===== config.mk =====
export PLATFORM = sky130hd
export DESIGN_NAME = seat_cmd_issuer
export DESIGN_NICKNAME = d
export VERILOG_FILES = /design/src/rtl/seat_pkg.sv /design/src/rtl/seat_req_fifo.sv /design/src/rtl/seat_cmd_issuer.sv
export SDC_FILE = /design/constraint.sdc
export NUM_CORES = 1
export LEC_CHECK = 0
export CAP_MARGIN = 25
export CORE_UTILIZATION = 59
export CTS_CLUSTER_SIZE = 25
export DETAILED_ROUTE_END_ITERATION = 16
export GPL_TIMING_DRIVEN = 0
export PLACE_DENSITY = 0.91
export SETUP_SLACK_MARGIN = 0.15
export SKIP_CTS_REPAIR_TIMING = 1
export SLEW_MARGIN = 0
export SYNTH_ARGS = -nofsm -noshare
export SYNTH_HDL_FRONTEND = slang
export SYNTH_SLANG_ARGS = --single-unit

===== constraint.sdc =====
create_clock -name clk -period 8.5 [get_ports clk]
set_input_delay 1.7 -clock clk [delete_from_list [all_inputs] [get_ports clk]]
set_output_delay 1.7 -clock clk [all_outputs]
set_load 0.01 [all_outputs]

===== src/rtl/seat_pkg.sv =====
// Shared types for the seat-table command path: seat states, command record, table geometry.
package seat_pkg;

  localparam int unsigned SEATS  = 32;
  localparam int unsigned TIME_W = 11;

  typedef enum logic [1:0] {
    SEAT_EMPTY = 2'd0,
    SEAT_AWAY  = 2'd1,
    SEAT_INUSE = 2'd2,
    SEAT_RSVD  = 2'd3
  } seat_state_e;

  typedef struct packed {
    logic [31:0]                student;
    logic [$clog2(SEATS)-1:0]   seat;
    seat_state_e                state;
  } seat_cmd_t;

endpackage


===== src/rtl/seat_req_fifo.sv =====
// Synchronous request FIFO of seat commands with flush; DEPTH must be a power of two.
module seat_req_fifo
  import seat_pkg::*;
#(
  parameter int unsigned DEPTH = 4,
  localparam int unsigned CntW = $clog2(DEPTH) + 1
) (
  input  logic            clk_i,
  input  logic            rst_ni,
  input  logic            push_i,
  input  logic            pop_i,
  input  logic            flush_i,
  input  seat_cmd_t       wdata_i,
  output seat_cmd_t       rdata_o,
  output logic [CntW-1:0] count_o
);
  localparam int unsigned PtrW = $clog2(DEPTH);

  seat_cmd_t       mem_q [DEPTH];
  logic [PtrW-1:0] wr_ptr_q, rd_ptr_q;
  logic [CntW-1:0] count_q;

  always_ff @(posedge clk_i) begin
    if (!rst_ni || flush_i) begin
      wr_ptr_q <= '0;
      rd_ptr_q <= '0;
      count_q  <= '0;
    end else begin
      if (push_i) wr_ptr_q <= wr_ptr_q + 1'b1;
      if (pop_i)  rd_ptr_q <= rd_ptr_q + 1'b1;
      case ({push_i, pop_i})
        2'b10:   count_q <= count_q + 1'b1;
        2'b01:   count_q <= count_q - 1'b1;
        default: count_q <= count_q;
      endcase
    end
  end

  always_ff @(posedge clk_i) begin
    if (push_i) mem_q[wr_ptr_q] <= wdata_i;
  end

  assign rdata_o = mem_q[rd_ptr_q];
  assign count_o = count_q;

endmodule


===== src/rtl/seat_cmd_issuer.sv =====
// Seat-table write initiator: buffers front-end requests and replays them as timed write/clear
// strobes; also owns the table's tick time base and away-timeout limit.
module seat_cmd_issuer
  import seat_pkg::*;
#(
  parameter int unsigned DEPTH           = 4,
  parameter int unsigned HOLD_CYCLES     = 2,
  parameter int unsigned GAP_CYCLES      = 1,
  parameter int unsigned CYCLES_PER_TICK = 1000,
  parameter int unsigned LIMIT_DEFAULT   = 30
) (
  input  logic                   clk,
  input  logic                   rst_n,
  input  logic                   req_valid,
  output logic                   req_ready,
  input  logic [31:0]            req_student,
  input  logic [4:0]             req_seat,
  input  logic [1:0]             req_state,
  input  logic                   clr_req,
  input  logic                   cfg_we,
  input  logic [TIME_W-1:0]      cfg_limit,
  output logic                   err_drop,
  output logic                   busy,
  output logic [$clog2(DEPTH):0] fifo_count,
  output logic                   write_mem,
  output logic                   rst_mem,
  output logic [31:0]            Student_No_mem,
  output logic [4:0]             Seat_No_mem,
  output logic [1:0]             Seat_State_mem,
  output logic [TIME_W-1:0]      Time_mem,
  output logic [TIME_W-1:0]      limit_time
);
  localparam int unsigned CntW  = $clog2(DEPTH) + 1;
  localparam int unsigned PreW  = $clog2(CYCLES_PER_TICK);
  localparam int unsigned StepW = 16;

  typedef enum logic [1:0] {StIdle, StDrive, StGap, StClear} state_e;

  state_e            state_q, state_d;
  logic [StepW-1:0]  step_q, step_d;
  seat_cmd_t         cmd_q, cmd_d, head, req_cmd;
  logic              accept, push, pop, hold_done, gap_done, tick;
  logic              err_drop_q, pend_q, pend_d;
  logic [PreW-1:0]   presc_q, presc_d;
  logic [TIME_W-1:0] time_q, time_d, limit_q;

  assign req_ready = (fifo_count != CntW'(DEPTH)) && !clr_req;
  assign accept    = req_valid && req_ready;
  assign push      = accept && (req_student != '0);
  assign req_cmd   = '{student: req_student, seat: req_seat, state: seat_state_e'(req_state)};

  seat_req_fifo #(
    .DEPTH (DEPTH)
  ) u_fifo (
    .clk_i   (clk),
    .rst_ni  (rst_n),
    .push_i  (push),
    .pop_i   (pop),
    .flush_i (clr_req),
    .wdata_i (req_cmd),
    .rdata_o (head),
    .count_o (fifo_count)
  );

  assign hold_done = (step_q == StepW'(HOLD_CYCLES - 1));
  assign gap_done  = (step_q == StepW'(GAP_CYCLES - 1));

  always_comb begin
    state_d = state_q;
    step_d  = step_q;
    cmd_d   = cmd_q;
    pop     = 1'b0;
    if (clr_req) begin
      state_d = StClear;
      step_d  = '0;
      cmd_d   = '0;
    end else begin
      unique case (state_q)
        StIdle: begin
          if (fifo_count != '0) begin
            pop     = 1'b1;
            cmd_d   = head;
            state_d = StDrive;
            step_d  = '0;
          end
        end
        StDrive, StClear: begin
          if (hold_done) begin
            state_d = StGap;
            step_d  = '0;
          end else begin
            step_d = step_q + 1'b1;
          end
        end
        StGap: begin
          // The last gap cycle launches the next queued command directly to keep the
          // back-to-back period at HOLD_CYCLES + GAP_CYCLES.
          if (gap_done) begin
            step_d = '0;
            if (fifo_count != '0) begin
              pop     = 1'b1;
              cmd_d   = head;
              state_d = StDrive;
            end else begin
              state_d = StIdle;
            end
          end else begin
            step_d = step_q + 1'b1;
          end
        end
        default: state_d = StIdle;
      endcase
    end
  end

  assign tick = (presc_q == PreW'(CYCLES_PER_TICK - 1));

  // Time must not move under an active write strobe; a tick seen then is deferred, not lost.
  always_comb begin
    presc_d = tick ? '0 : presc_q + 1'b1;
    time_d  = time_q;
    pend_d  = pend_q;
    if (tick || pend_q) begin
      if (write_mem) begin
        pend_d = 1'b1;
      end else begin
        time_d = time_q + 1'b1;
        pend_d = 1'b0;
      end
    end
  end

  always_ff @(posedge clk) begin
    if (!rst_n) begin
      state_q    <= StIdle;
      step_q     <= '0;
      cmd_q      <= '0;
      err_drop_q <= 1'b0;
      presc_q    <= '0;
      pend_q     <= 1'b0;
      time_q     <= '0;
      limit_q    <= TIME_W'(LIMIT_DEFAULT);
    end else begin
      state_q    <= state_d;
      step_q     <= step_d;
      cmd_q      <= cmd_d;
      err_drop_q <= accept && (req_student == '0);
      presc_q    <= presc_d;
      pend_q     <= pend_d;
      time_q     <= time_d;
      if (cfg_we) limit_q <= cfg_limit;
    end
  end

  assign write_mem      = (state_q == StDrive);
  assign rst_mem        = (state_q == StClear);
  assign busy           = (state_q != StIdle) || (fifo_count != '0);
  assign err_drop       = err_drop_q;
  assign Student_No_mem = cmd_q.student;
  assign Seat_No_mem    = cmd_q.seat;
  assign Seat_State_mem = cmd_q.state;
  assign Time_mem       = time_q;
  assign limit_time     = limit_q;

endmodule

# [Word level (Yosys, flattened, before mapping)]
# Memories as Yosys holds them, arrays and structs flattened. A register that Yosys moved wholly into a read port is not among the register bits.
# Cells that the tools add are included.
[totals] regBits=98 latchBits=0 mem_bits_rw=156 rom_bits=0 in_bits=55 out_inout_bits=69 elab_cells=82 memories=1
[op_classes] n_addsub=7 n_mul=0 div=0 magnitude_cmp=0 n_eq_ne=13 n_shift=0 muxes=23 bitwise_logic=2 reduce_logical=23
[memory_table] memory="u_fifo.mem_q" depth=4 width=39 rd=1 rd_clocked_by_memory_dff=1 write_ports=1 line="seat_req_fifo.sv:19" rtl="seat_cmd_t mem_q [DEPTH];"
[op_table] operator="39-bit 2-to-1 mux" n=2
[op_table] operator="39-bit one-hot mux with 2 select lines" n=1
[op_table] operator="16-bit 2-to-1 mux" n=3
[op_table] operator="16-bit one-hot mux with 3 select lines" n=1
[op_table] operator="32-bit zero test" n=1
[op_table] operator="32-bit nonzero test" n=1
[op_table] operator="16-bit by 1-bit adder with 16-bit output (second input constant)" n=1
[op_table] operator="16-bit by 1-bit equality test with 1-bit output (second input constant)" n=1
[op_table] operator="16-bit zero test" n=1
[op_table] operator="2-bit 2-to-1 mux" n=6
[op_table] operator="3-bit inequality test (second input constant)" n=4
[op_table] operator="11-bit by 1-bit adder with 11-bit output (second input constant)" n=1
[op_table] operator="10-bit by 1-bit adder with 10-bit output (second input constant)" n=1
[op_table] operator="10-bit equality test (second input constant)" n=1
[op_table] operator="1-bit 2-to-1 mux" n=7
[op_table] operator="2-bit equality test (second input constant)" n=3
[op_table] operator="2-bit one-hot mux with 3 select lines" n=1
[op_table] operator="3-bit one-hot mux with 2 select lines" n=1
[op_table] operator="2-bit nonzero test" n=3
[op_table] operator="2-bit OR reduction" n=3
[op_table] operator="2-bit by 1-bit adder with 2-bit output (second input constant)" n=2
[op_table] operator="2-bit by 1-bit equality test with 1-bit output (second input constant)" n=2
[op_table] operator="1-bit logical AND" n=4
[op_table] operator="2-bit inequality test (second input constant)" n=2
[op_table] operator="10 further kinds" n=15

# [Logic depth before layout (Yosys ltp)]
[depth] depth_word=7 depth_mapped=13 ltp_nobuf=12

# [Modules after synthesis]
# From an unflattened synthesis, not the netlist that was laid out.
[unflattened] hier_cells=728 area_unflattened_um2=10213.5
[modules_own_cells] module="seat_req_fifo" instances=1 cells_each=249 area_per_inst_um2=6047.0 seq_area_each_um2=4864.7
[modules_own_cells] module="seat_cmd_issuer" instances=1 cells_each=479 area_per_inst_um2=4166.5 seq_area_each_um2=1821.7

# [Worst setup path after synthesis]
# No wires, ideal clock.
[synth_path] path_kind="input -> register" from="input req_student[24]" to="register u_fifo.count_q[2], in the netlist u_fifo.count_o[2]" setup_time_ps=71 arrival_ps=3549 t_required_ps=8429 slack_ps=4881 path_stages=11 n_path_buf=0 cell_sequence="nor4_1 > nand4_1 > nor2_1 > nor2b_1 > inv_1 > ha_1 > inv_1 > fa_1 > xor2_1 > or3_1 > a21oi_1"
[synth_via] elab_chain_cells=4 word_cells_on_any_way=6 cone_classes="2 x eq/ne; 1 x mux; 3 x reduce/logical"
[synth_lines] element="start, declared" line="seat_cmd_issuer.sv:16" rtl="input logic [31:0] req_student,"
[synth_lines] element="32-bit nonzero test *" line="seat_cmd_issuer.sv:49" rtl="assign push = accept && (req_student != '0);"
[synth_lines] element="1-bit logical AND *" line="seat_cmd_issuer.sv:49"
[synth_lines] element="2-bit by 1-bit equality test with 1-bit output / 2-bit equality test (equally long branches)" line="seat_req_fifo.sv:31" rtl="case ({push_i, pop_i})"
[synth_lines] element="3-bit one-hot mux with 2 select lines / 2-bit nonzero test (equally long branches)"
[synth_lines] element="end signal, assigned" line="seat_req_fifo.sv:32" rtl="2'b10: count_q <= count_q + 1'b1;"
[synth_lines] element="end signal, assigned" line="seat_req_fifo.sv:33" rtl="2'b01: count_q <= count_q - 1'b1;"
[synth_lines] element="end signal, assigned" line="seat_req_fifo.sv:34" rtl="default: count_q <= count_q;"
[synth_lines] element="end, declared" line="seat_req_fifo.sv:21" rtl="logic [CntW-1:0] count_q;"
# Mark *: on every way between the ends. The rest lies on a longest branch, timed or not.
# A chain may end at the register's enable or synchronous reset.

# [Worst setup path after layout]
[layout_path] from="input clr_req" to="output req_ready"
[layout_via] elab_chain_cells=2
[layout_lines] element="start, declared" line="seat_cmd_issuer.sv:19" rtl="input logic clr_req,"
[layout_lines] element="1-bit zero test" line="seat_cmd_issuer.sv:47" rtl="assign req_ready = (fifo_count != CntW'(DEPTH)) && !clr_req;"
[layout_lines] element="1-bit logical AND" line="seat_cmd_issuer.sv:47"
[layout_lines] element="end, declared" line="seat_cmd_issuer.sv:15" rtl="output logic req_ready,"
# Every way passes these cells.

==> impl_metrics.env <==
export IMPL_wl_per_cell_um=20.4
export IMPL_finalHoldViolations=0
export IMPL_firstDrtPassIters=5
export IMPL_fillers=954
export IMPL_cts_buffer_depth=3
export IMPL_timing_rr_end="u_fifo.count_o[2]"
export IMPL_clk_latency_ns=0.53
export IMPL_antenna_left=0
export IMPL_tightest_slew_ns=0.915
export IMPL_clk_pin_slew_ns=0.06
export IMPL_maxSlewHeadroom_pct=39.0
export IMPL_postLayoutCellArea_um2=12400
export IMPL_globalplace_congestion=0.869
export IMPL_netlist_area_um2=9950
export IMPL_cts_tree="built"
export IMPL_wl_met2_mm=11.6
export IMPL_crit_buf_inv=2
export IMPL_rrSetupSlack_ns=4.50
export IMPL_cts_buffers=25
export IMPL_cp_cell_sequence="clkdlybuf4s50_1 > a21oi_1 > clkdlybuf4s50_1"
export IMPL_reg2reg_from="step_q[0]"
export IMPL_worstSetupStartpoint="clr_req"
export IMPL_synth_area_per_cell_um2=13.8
export IMPL_ios=124
export IMPL_cp_top_family="buffers and inverters"
export IMPL_grt_max_degree=33
export IMPL_slew_viol_final=0
export IMPL_pwr_density_cell_nw_per_um2=209
export IMPL_critPathCaptureType="output pin"
export IMPL_placed_cell_area_um2=11500
export IMPL_cap_violations=0
export IMPL_ys_seq_elements=256
export IMPL_htree_levels=1
export IMPL_seq_power_share_pct=52.1
export IMPL_first_global_vias=6753
export IMPL_area_growth_pct=24.3
export IMPL_yosys_warnings=0
export IMPL_fin_crit_sh_pct=55.3
export IMPL_drc=0
export IMPL_p_sw_uw=559
export IMPL_dr_total_vias=6725
export IMPL_diodes=0
export IMPL_rsz0062_at_grt="no"
export IMPL_synth_edff_count=156
export IMPL_wl_met3_mm=1.55
export IMPL_cpMaxStageDelayCell="clkdlybuf4s50_1"
export IMPL_top_layer_used="met4"
export IMPL_status="complete, no violations"
export IMPL_critPathKind="in -> out"
export IMPL_core_um2=16500
export IMPL_port_buffers=123
export IMPL_fp_dieArea_um2=17400
export IMPL_die_h_um=132
export IMPL_antenna_found_initial=0
export IMPL_grt_usage_pct=26.8
export IMPL_setup_violations=0
export IMPL_grt_first_pass_wirelength_mm=35.9
export IMPL_seq_area_frac_synth_pct=67.2
export IMPL_combPwrFrac_pct=5.7
export IMPL_synthArstFlopShare_pct=0
export IMPL_fin_setup_tns_ns=0
export IMPL_max_freq_ghz=0.213
export IMPL_start_util_pct=60.2
export IMPL_cpPeakStageDelay_ns=0.56
export IMPL_r2r_cells=13
export IMPL_synthCells=723
export IMPL_intPower_uw=2020
export IMPL_synthesis_nets=789
export IMPL_final_layout_size_suffix_gt1_share_pct=11.3
export IMPL_p_clk_share_pct=42.2
export IMPL_rows=47
export IMPL_die_width_um=132
export IMPL_drt_iter0_drc=584
export IMPL_critical_path_arrival_ns=3.00
export IMPL_hp_class="reg -> reg"
export IMPL_cts_root_buf="clkbuf_16"
export IMPL_routed_wl_mm=22.8
export IMPL_routed_via_density=6.03
export IMPL_met1Wirelength_mm=8.78
export IMPL_fin_skew_ns=0.0175
export IMPL_peakVddDrop_mv=0.203
export IMPL_path_depth=3
export IMPL_fin_crit_ns=4.70
export IMPL_cp_start_kind="input port"
export IMPL_endpoint="req_ready"
export IMPL_path_common_cell="clkdlybuf4s50_1"
export IMPL_synth_ff_type="edfxtp_1"
export IMPL_power_leakage_uw=0.00408
export IMPL_num_nets_final=943
export IMPL_dp_hpwl_mm=14.8
export IMPL_grt_overflow=0
export IMPL_p_sw_share_pct=21.7
export IMPL_ys_types=44
export IMPL_critPathRequiredTime_ns=6.80
export IMPL_cts_sinks=256
export IMPL_path_max_fanout=8
placed cells by master (no fill, tap or decap), types with 3 or more instances in the layout:
cell type / n
and2_2: 4
nor2_1: 43
ha_1: 10
nor4b_1: 4
clkdlybuf4s50_1: 123
edfxtp_1: 156
clkbuf_2: 3
nand2b_1: 3
clkbuf_16: 25
and4_1: 4
xnor2_1: 17
and2_1: 3
o21ai_1: 4
clkinv_2: 4
a211oi_1: 3
nor2b_1: 6
xor2_1: 6
or3_1: 5
a21oi_1: 14
buf_2: 5
clkbuf_1: 28
a21o_1: 4
a31oi_1: 4
nand3_1: 58
or4_1: 6
mux2i_1: 15
nand2_1: 68
and3_1: 7
o21ai_0: 47
inv_1: 16
nor4_1: 12
buf_12: 3
dfxtp_1: 100
buf_1: 4
clkbuf_8: 5
mux4_2: 39
nand4_1: 6
nor3_1: 7
per-layer routing:
| layer | GRT usage (%) | up-vias |
|---|---|---|
| li1 | - | 3019 |
| met1 | 33.2 | 3297 |
| met2 | 46.4 | 341 |
| met3 | 4.69 | 68 |
| met4 | 11.8 | 0 |
| met5 | 0 | - |
worst min path at each step:
| stage | depth (start not counted) | from | end | slack [ns] |
|---|---|---|---|---|
| floorplan | 1 | presc_q[0] | presc_q[0] | 0.43 |
| finish | 2 | Seat_State_mem[1] | Seat_State_mem[1] | 0.45 |
| global route | 2 | Student_No_mem[0] | Student_No_mem[0] | 0.49 |
| global placement | 2 | Seat_State_mem[1] | Seat_State_mem[1] | 0.44 |
| detailed placement | 2 | Seat_State_mem[1] | Seat_State_mem[1] | 0.44 |
| CTS | 2 | Seat_State_mem[1] | Seat_State_mem[1] | 0.45 |
flip-flops by register name, indices dropped and copies added, names as in the netlist, 3 cells and up, named ones only:
register,cells
Time_mem,11
Student_No_mem,32
limit_time,11
presc_q,10
step_q,16
u_fifo.count_o,3
Seat_No_mem,5
u_fifo.mem_q,156
power groups by stage:
stage	sequential, uW	clock [uW]	combinational [uW]
detailed placement	1370	0	145
global placement	1370	0	138
CTS	1340	1100	147
finish	1340	1090	148
global route	1350	1150	159
floorplan	1370	0	67.6
worst register-to-register path: stages (launching register included):
cell	delay [ns]
dfxtp_1	0.37
inv_1	0.12
ha_1	0.17
or3b_2	0.43
or4_1	0.49
a211oi_4	0.56
buf_2	0.32
nor2b_1	0.20
ha_1	0.20
inv_1	0.06
fa_1	0.38
xor2_1	0.18
or3_1	0.30
a21oi_1	0.13
through the flow:
stage	std cells	util (%)	hold slack [ns]	setup slack [ns]	power, uW
after CTS	1116	74.8	0.449	3.81	2590
after detailed placement	1070	69.9	0.444	3.61	1520
after global placement	1066	69.3	0.440	3.49	1510
after global routing	1116	74.8	0.491	3.75	2660
after floorplan	723	-	0.426	4.88	1440
final	1116	74.8	0.450	3.80	2580
synth_stat cells (2+ instances only):
library cell | number | area, um^2
a211oi_1 | 3 | 22.5
a21o_1 | 4 | 30.0
a21oi_1 | 14 | 70.1
a311oi_1 | 2 | 17.5
a31oi_1 | 4 | 25.0
and2_1 | 7 | 43.8
and3_1 | 7 | 43.8
and4_1 | 4 | 35.0
buf_1 | 4 | 15.0
buf_2 | 5 | 25.0
clkbuf_1 | 24 | 90.1
clkbuf_2 | 3 | 15.0
dfxtp_1 | 100 | 2000
edfxtp_1 | 156 | 4680
ha_1 | 10 | 125
inv_1 | 16 | 60.1
mux2i_1 | 15 | 150
mux4_2 | 39 | 878
nand2_1 | 68 | 255
nand2b_1 | 3 | 18.8
nand3_1 | 58 | 290
nand4_1 | 6 | 37.5
nor2_1 | 43 | 161
nor2b_1 | 6 | 37.5
nor3_1 | 7 | 35.0
nor4_1 | 12 | 75.1
nor4b_1 | 4 | 35.0
nor4bb_1 | 2 | 20.0
o211ai_1 | 2 | 15.0
o21ai_0 | 47 | 235
o21ai_1 | 4 | 20.0
or2_2 | 2 | 12.5
or3_1 | 5 | 31.3
or4_1 | 6 | 45.0
xnor2_1 | 17 | 149
xor2_1 | 6 | 52.6
cells by family (layout without fill, tap and decap cells):
family	after synthesis	count (layout)	share of synthesized area, %
compound gates	83	83	4.75
xor+xnor	23	23	2.03
fa+ha+maj	11	11	1.46
buf+inv	52	225	2.06
flops	256	256	67.2
mux	54	54	10.3
simple gates	244	244	12.1
area by class of cell:
cell class	count	area, um^2	area share (%)
Timing Repair Buffer	127	1320	10.7
Clock buffer	34	709	5.74
Multi-Input combinational cell	415	3060	24.8
Clock inverter	12	104	0.840
Sequential cell	256	6690	54.1
Tap cell	220	275	2.23
Inverter	16	60.1	0.486
Buffer	36	145	1.17
No activity file was read; power rests on OpenSTA's default activity.
